`config.mk`:
```
export PLATFORM = sky130hd
export DESIGN_NAME = id_ex_stage
export DESIGN_NICKNAME = d
export VERILOG_FILES = /design/src/rtl/pipe_pkg.sv /design/src/rtl/fwd_sel.sv /design/src/rtl/id_ex_stage.sv
export SDC_FILE = /design/constraint.sdc
export NUM_CORES = 1
export LEC_CHECK = 0
export CELL_PAD_IN_SITES_DETAIL_PLACEMENT = 1
export CELL_PAD_IN_SITES_GLOBAL_PLACEMENT = 2
export CORE_MARGIN = 2
export CORE_UTILIZATION = 24
export CTS_CLUSTER_SIZE = 28
export DETAILED_ROUTE_END_ITERATION = 16
export PLACE_DENSITY_LB_ADDON = 0.25
export SYNTH_ARGS = -nofsm -noshare
export SYNTH_HDL_FRONTEND = slang
export SYNTH_SLANG_ARGS = --single-unit
```
`constraint.sdc`:
```
create_clock -name clk -period 4.6 [get_ports clk]
set_clock_uncertainty 0.15 [all_clocks]
set_input_delay 0.92 -clock clk [delete_from_list [all_inputs] [get_ports clk]]
set_output_delay 0.92 -clock clk [all_outputs]
set_load 0.03 [all_outputs]
```
`src/rtl/pipe_pkg.sv`:
```
// rtl/pipe_pkg.sv - shared widths and ALU opcode encoding for the pipeline
package pipe_pkg;

  localparam int DATA_W     = 16;
  localparam int REG_ADDR_W = 3;
  localparam int ALU_OP_W   = 4;

  typedef enum logic [ALU_OP_W-1:0] {
    ALU_ADD  = 4'h0,
    ALU_SUB  = 4'h1,
    ALU_AND  = 4'h2,
    ALU_OR   = 4'h3,
    ALU_XOR  = 4'h4,
    ALU_SLL  = 4'h5,
    ALU_SRL  = 4'h6,
    ALU_SRA  = 4'h7,
    ALU_SLT  = 4'h8,
    ALU_PASS = 4'h9
  } alu_op_e;

endpackage

```
`src/rtl/fwd_sel.sv`:
```
// rtl/fwd_sel.sv - operand bypass mux: EX/MEM result over register-file write port over raw read
module fwd_sel
  import pipe_pkg::*;
(
  input  logic [REG_ADDR_W-1:0] addr,
  input  logic [DATA_W-1:0]     raw_data,
  input  logic                  mem_reg_write,
  input  logic [REG_ADDR_W-1:0] mem_addr,
  input  logic [DATA_W-1:0]     mem_data,
  input  logic                  wb_reg_write,
  input  logic [REG_ADDR_W-1:0] wb_addr,
  input  logic [DATA_W-1:0]     wb_data,
  output logic [DATA_W-1:0]     data
);

  // Youngest producer wins: MEM stage result is newer than the write-back port
  always_comb begin
    data = raw_data;
    if (mem_reg_write && (mem_addr == addr)) begin
      data = mem_data;
    end else if (wb_reg_write && (wb_addr == addr)) begin
      data = wb_data;
    end
  end

endmodule

```
`src/rtl/id_ex_stage.sv`:
```
// rtl/id_ex_stage.sv - ID/EX pipeline register with operand forwarding and load-use stall
module id_ex_stage
  import pipe_pkg::*;
(
  input  logic                  clk,
  input  logic                  rst,
  input  logic                  id_valid,
  input  logic [DATA_W-1:0]     id_rd1,
  input  logic [DATA_W-1:0]     id_rd2,
  input  logic [REG_ADDR_W-1:0] id_dst_addr,
  input  logic [REG_ADDR_W-1:0] id_src_addr,
  input  logic [ALU_OP_W-1:0]   id_alu_op,
  input  logic [DATA_W-1:0]     id_imm,
  input  logic                  id_use_imm,
  input  logic                  id_reg_write,
  input  logic                  id_mem_read,
  input  logic                  id_mem_write,
  input  logic                  mem_reg_write,
  input  logic [REG_ADDR_W-1:0] mem_addr,
  input  logic [DATA_W-1:0]     mem_data,
  input  logic                  wb_reg_write,
  input  logic [REG_ADDR_W-1:0] wb_addr,
  input  logic [DATA_W-1:0]     wb_data,
  input  logic                  flush,
  input  logic                  ex_hold,
  output logic                  ex_valid,
  output logic [DATA_W-1:0]     ex_op_a,
  output logic [DATA_W-1:0]     ex_op_b,
  output logic [DATA_W-1:0]     ex_store_data,
  output logic [REG_ADDR_W-1:0] ex_dst_addr,
  output logic [ALU_OP_W-1:0]   ex_alu_op,
  output logic                  ex_reg_write,
  output logic                  ex_mem_read,
  output logic                  ex_mem_write,
  output logic                  stall
);

  logic [DATA_W-1:0] fwd_a;
  logic [DATA_W-1:0] fwd_b;
  logic [DATA_W-1:0] op_b_next;
  logic              load_use;

  fwd_sel u_fwd_a (
    .addr          (id_dst_addr),
    .raw_data      (id_rd1),
    .mem_reg_write (mem_reg_write),
    .mem_addr      (mem_addr),
    .mem_data      (mem_data),
    .wb_reg_write  (wb_reg_write),
    .wb_addr       (wb_addr),
    .wb_data       (wb_data),
    .data          (fwd_a)
  );

  fwd_sel u_fwd_b (
    .addr          (id_src_addr),
    .raw_data      (id_rd2),
    .mem_reg_write (mem_reg_write),
    .mem_addr      (mem_addr),
    .mem_data      (mem_data),
    .wb_reg_write  (wb_reg_write),
    .wb_addr       (wb_addr),
    .wb_data       (wb_data),
    .data          (fwd_b)
  );

  // Immediate always beats bypassed data on B; stores still need the bypassed register
  assign op_b_next = id_use_imm ? id_imm : fwd_b;

  // A load in EX cannot feed ID this cycle; the source port only matters when it is read
  assign load_use = id_valid & ex_valid & ex_mem_read & ex_reg_write &
                    ((ex_dst_addr == id_dst_addr) |
                     ((ex_dst_addr == id_src_addr) & ~id_use_imm));

  assign stall = (load_use | ex_hold) & ~flush;

  // Stage register: flush > hold > bubble > capture; data fields are left alone when squashed
  always_ff @(posedge clk or posedge rst) begin
    if (rst) begin
      ex_valid      <= 1'b0;
      ex_op_a       <= '0;
      ex_op_b       <= '0;
      ex_store_data <= '0;
      ex_dst_addr   <= '0;
      ex_alu_op     <= '0;
      ex_reg_write  <= 1'b0;
      ex_mem_read   <= 1'b0;
      ex_mem_write  <= 1'b0;
    end else if (flush) begin
      ex_valid      <= 1'b0;
      ex_reg_write  <= 1'b0;
      ex_mem_read   <= 1'b0;
      ex_mem_write  <= 1'b0;
    end else if (!ex_hold) begin
      if (load_use) begin
        ex_valid      <= 1'b0;
        ex_reg_write  <= 1'b0;
        ex_mem_read   <= 1'b0;
        ex_mem_write  <= 1'b0;
      end else begin
        ex_valid      <= id_valid;
        ex_op_a       <= fwd_a;
        ex_op_b       <= op_b_next;
        ex_store_data <= fwd_b;
        ex_dst_addr   <= id_dst_addr;
        ex_alu_op     <= id_alu_op;
        ex_reg_write  <= id_valid & id_reg_write;
        ex_mem_read   <= id_valid & id_mem_read;
        ex_mem_write  <= id_valid & id_mem_write;
      end
    end
  end

endmodule

```
; Word-level counts from Yosys, hierarchy flattened
; Index checks and enable logic that the tools add are counted.
; Widths: inputs -> output; s select.
[totals]
ff_bits = 59
inputBits = 107
out_inout_bits = 60
word_cells = 53
[op_classes]
eq_ne = 7
n_mux = 17
bitwise_logic = 15
reduce_logical = 5
[ops]
columns = op, count
row1 = $mux 16, 5
row2 = $eq 3x3->1, 6
row3 = $mux 1, 12
row4 = $and 1x1->1, 9
row5 = $logic_and 1x1->1, 4
row6 = $not 1->1, 4
row7 = $reduce_and 3->1, 1
row8 = $ne 2x2->1 const B, 1
row9 = $or 1x1->1, 2

; Depth between registers and ports, before layout
; Gate-level depths: netlist (run 1).
[depth]
word_depth = 7
depth_mapped = 7
mapped_depth_nobuf = 5

; Modules after synthesis
; From an unflattened synthesis (run 1), not the netlist that was laid out.
[unflattened]
cells_unflattened = 277
area_unflattened_um2 = 3559.7
[by_module_without_submodules]
columns = module, instances, cells_per_inst, area_each_um2, seq_area_each_um2
row1 = id_ex_stage, 1, 157, 2751.4, 1476.4
row2 = fwd_sel, 2, 60, 404.1, 0.0

; Worst setup path before layout (run 1)
; No wires, ideal clock.
[synth_timing]
path_type = input -> output
startpoint = in id_use_imm
endpoint = out stall
t_arrival_ns = 1.981
required_time_ns = 3.530
path_slack_ns = 1.549
cell_stages = 4
path_buffers = 1
path_cell_list = clkbuf_1 -> nor4_1 -> o21bai_1 -> a21oi_1
[synth_via]
elab_chain_cells = 6
[synth_rtl]
columns = item, line
row1 = from (decl), id_ex_stage.sv:14  ; input logic id_use_imm,
row2 = $not 1->1, id_ex_stage.sv:73  ; ((ex_dst_addr == id_src_addr) & ~id_use_imm));
row3 = $and 1x1->1, id_ex_stage.sv:73
row4 = $or 1x1->1, id_ex_stage.sv:72  ; ((ex_dst_addr == id_dst_addr) |
row5 = $and 1x1->1, id_ex_stage.sv:71  ; assign load_use = id_valid & ex_valid & ex_mem_read & ex_reg_write &
row6 = $or 1x1->1, id_ex_stage.sv:75  ; assign stall = (load_use | ex_hold) & ~flush;
row7 = $and 1x1->1, id_ex_stage.sv:75
row8 = to (decl), id_ex_stage.sv:35  ; output logic stall
; Every way passes these cells.

; Worst setup path in the final report (run 1)
[layout_timing]
startpoint = in id_src_addr[0]
endpoint = out stall
[layout_via]
elab_chain_cells = 6
[layout_rtl]
columns = item, line
row1 = from (decl), id_ex_stage.sv:11  ; input logic [REG_ADDR_W-1:0] id_src_addr,
row2 = $eq 3x3->1, id_ex_stage.sv:73
row3 = $and 1x1->1, id_ex_stage.sv:73
row4 = $or 1x1->1, id_ex_stage.sv:72
row5 = $and 1x1->1, id_ex_stage.sv:71
row6 = $or 1x1->1, id_ex_stage.sv:75
row7 = $and 1x1->1, id_ex_stage.sv:75
; Every way passes these cells.

==> out/qor.yml, run 1 <==
placement:
  placed_area_sq_um: 5180
  portBuffers: 166
  routabilityCongestion: 0.865
  hpwl_um: 9990
  place_ws_ns: 0.691
routing:
  wl_um: 12900
  drt_iter0_markers: 179
  routed-via-count: 3389
  ant_nets: 0
  viasPerCell: 4.74
  routedWlPerCell_um: 18.0
  dr.pass1.iters: 4
  drc_errors: 0
timing:
  setup_violations: 0
  post-route-period-util_pct: 85.0
  fin_setup_tns_ns: 0
  rsz0062_at_grt: "no"
  worst_hold_slack_ns: 0.324
  fin_crit_ns: 3.91
  max_slew_margin_pct: 34.7
  setup_ws_ns: 0.690
  finalHoldViolCount: 0
  slew_violations: 0
  worstMarginPinSlew_ns: 0.976
  fmax_mhz: 256
die:
  die_area_sq_um: 15100
  die_y_um: 123
  io_pins: 167
  fp.dieW_um: 123
  rows: 43
  start_util_pct: 24.5
  core_area_sq_um: 13900
critical_path:
  arrival_ns: 2.84
  reg2reg_from: "ex_dst_addr[1]"
  startpoint_type: "primary input"
  cp.required_ns: 3.53
  critical_path.startpoint: "id_src_addr[0]"
  reg2reg_depth: 4
  critPathMaxFanout: 3
  endpoint_kind: "primary output"
  r2r_slack_ns: 2.26
  r2r_end: "ex_op_a[4]"
  path_class: "primary input to primary output"
clocking:
  ctsResizeCount: 0
  cts.sinks: 59
  cts.htree.levels: 3
  clk_pin_slew_worst_paths_ns: 0.05
  cts-buffers-inserted: 9
  cts_hold_buf: 0
  clock_path_buffers: 2
  cts_tree: "built"
  cts_root_buffer: "clkbuf_16"
  postCtsSetupRepairBufs: 0
  insertion_delay_ns: 0.33
power_and_ir_drop:
  ir_drop_uv: 194
  powerDensity_nw_per_um2: 368
  totalPowerFinal_mw: 2.01
  p_leak_nw: 2.27
yosys:
  syn_inst: 378
  syn_area_per_cell_sq_um: 8.99
  yosysSeqAreaShare_pct: 43.4
  synth_seq_cells: 59
  synthesis.nets: 485
  synth-main-ff-cell: "dfrtp_1"
  ys_warn_count: 0
  netlist-cell-type-count: 30
  async_flop_share_pct: 100
  synth_area_sq_um: 3400
  synth-edff-count: 0
global_routing:
  grt_pass1_wl_um: 19700
  grt_overflow_total: 0
  grt_use_met1_pct: 24.7
  grt_util_met2_pct: 25.3
  antenna_found_initial: 0
  grt_use_total_pct: 17.4
  grt_max_degree: 59
  use_met3_pct: 5.07
  grt_busiest_layer: "met2"
  grt_pass1_vias: 3492
min_path:
  whs_endpoint: "ex_alu_op[2]"
  hp-start: "ex_alu_op[2]"
  hold_path_depth: 2
  hold_path_class: "flip-flop to flip-flop"
flow_run:
  drv_cap: 0
final_layout:
  drive_gt1_share_pct: 7.29
  antenna_cells: 0
  area_growth_pct: 60.8
  nets: 639
  design_area_sq_um: 5470
  fillCellCount: 1622
outcome:
  status: "completed"
[worst max-delay path by stage]
stage               endpoint  slack [ns]  cells after the start
floorplan              stall        1.55                      4
global placement       stall        0.71                      6
detailed placement     stall        0.69                      6
CTS                    stall        0.69                      6
global route           stall        0.58                      6
finish                 stall        0.69                      6
[critical path, cell delays in order]
cell,delay (ns)
clkdlybuf4s50_1,0.51
xor2_1,0.21
nor4_1,0.24
o21bai_1,0.12
a21oi_1,0.16
clkdlybuf4s50_1,0.68
[cell type report]
cell class | instances | area, sq um | share of cell area (%)
clock inverters | 2 | 37.5 | 0.686
well taps | 180 | 225 | 4.12
multi-input cells | 287 | 1760 | 32.3
flip-flops and latches | 59 | 1480 | 27.0
clock buffers | 12 | 246 | 4.51
inverters | 3 | 11.3 | 0.206
repair buffers | 172 | 1710 | 31.2
[layer usage]
| metal | vias up | part of all wire, % |
|---|---|---|
| li1 | 1667 | - |
| met1 | 1603 | 49 |
| met2 | 105 | 44 |
| met3 | 14 | 5.5 |
| met4 | 0 | 2.1 |
| met5 | - | 0 |
[synth_stat cells (4+ instances only)]
library cell,number,share of area [%]
mux2_4,16,7.1
clkbuf_1,17,1.9
buf_2,7,1.0
buf_6,4,1.3
xor2_1,8,2.1
o211ai_1,16,3.5
dfrtp_1,59,43
nand4_1,4,0.74
o21ai_0,32,4.7
a221o_1,16,4.7
nor2_1,35,3.9
xnor2_1,9,2.3
nand2_1,86,9.5
a31oi_1,32,5.9
and3_1,16,2.9
[power breakdown]
part	internal, mW	total [mW]	switching [mW]
registers	0.601	0.651	0.0496
logic	0.328	0.692	0.365
clock network	0.428	0.667	0.239
[sequential cells by signal (all words and copies together), names as in the netlist]
| register | count |
|---|---|
| ex_alu_op | 4 |
| ex_dst_addr | 3 |
| ex_mem_read | 1 |
| ex_mem_write | 1 |
| ex_op_a | 16 |
| ex_op_b | 16 |
| ex_reg_write | 1 |
| ex_store_data | 16 |
| ex_valid | 1 |
[cell usage in the layout, fill, tap and decap left out, types with 4 or more instances in the layout]
cell,n
clkdlybuf4s50_1,166
nand2_1,86
dfrtp_1,59
nor2_1,35
o21ai_0,32
a31oi_1,32
and3_1,16
a221o_1,16
o211ai_1,16
mux2_4,16
xnor2_1,9
clkbuf_16,9
xor2_1,8
buf_4,6
nand4_1,4
[metrics by stage]
step           std cells  util (%)
6_report             715      39.4
5_1_grt              715      39.4
4_1_cts              715      39.4
3_5_place_dp         701      37.3
3_3_place_gp         701      37.3
2_1_floorplan        378         -
[cell families (layout without fill, tap and decap cells)]
| logic type | after synthesis | after routing | synth area share (%) |
|---|---|---|---|
| buffers and inverters | 32 | 189 | 4.78 |
| xor gates and xnor gates | 18 | 18 | 4.86 |
| muxes | 16 | 16 | 7.07 |
| AOI/OAI and AO/OA | 105 | 105 | 21.2 |
| DFF | 59 | 59 | 43.4 |
| and+or+nand+nor | 148 | 148 | 18.7 |
(Power assumes the default switching activity.)
==> inputs of run 2 (changes only) <==
ABC_CLOCK_PERIOD_IN_PS = 4600   (was not set)
==> results of run 2 <==
Same layout as run 1: the final DEF is identical, and so are final timing and power.
==> inputs of run 3 (changes only) <==
SKIP_CTS_REPAIR_TIMING = 1   (was not set)
==> results of run 3 <==
Same layout as run 1: the final DEF is identical, and so are final timing and power.
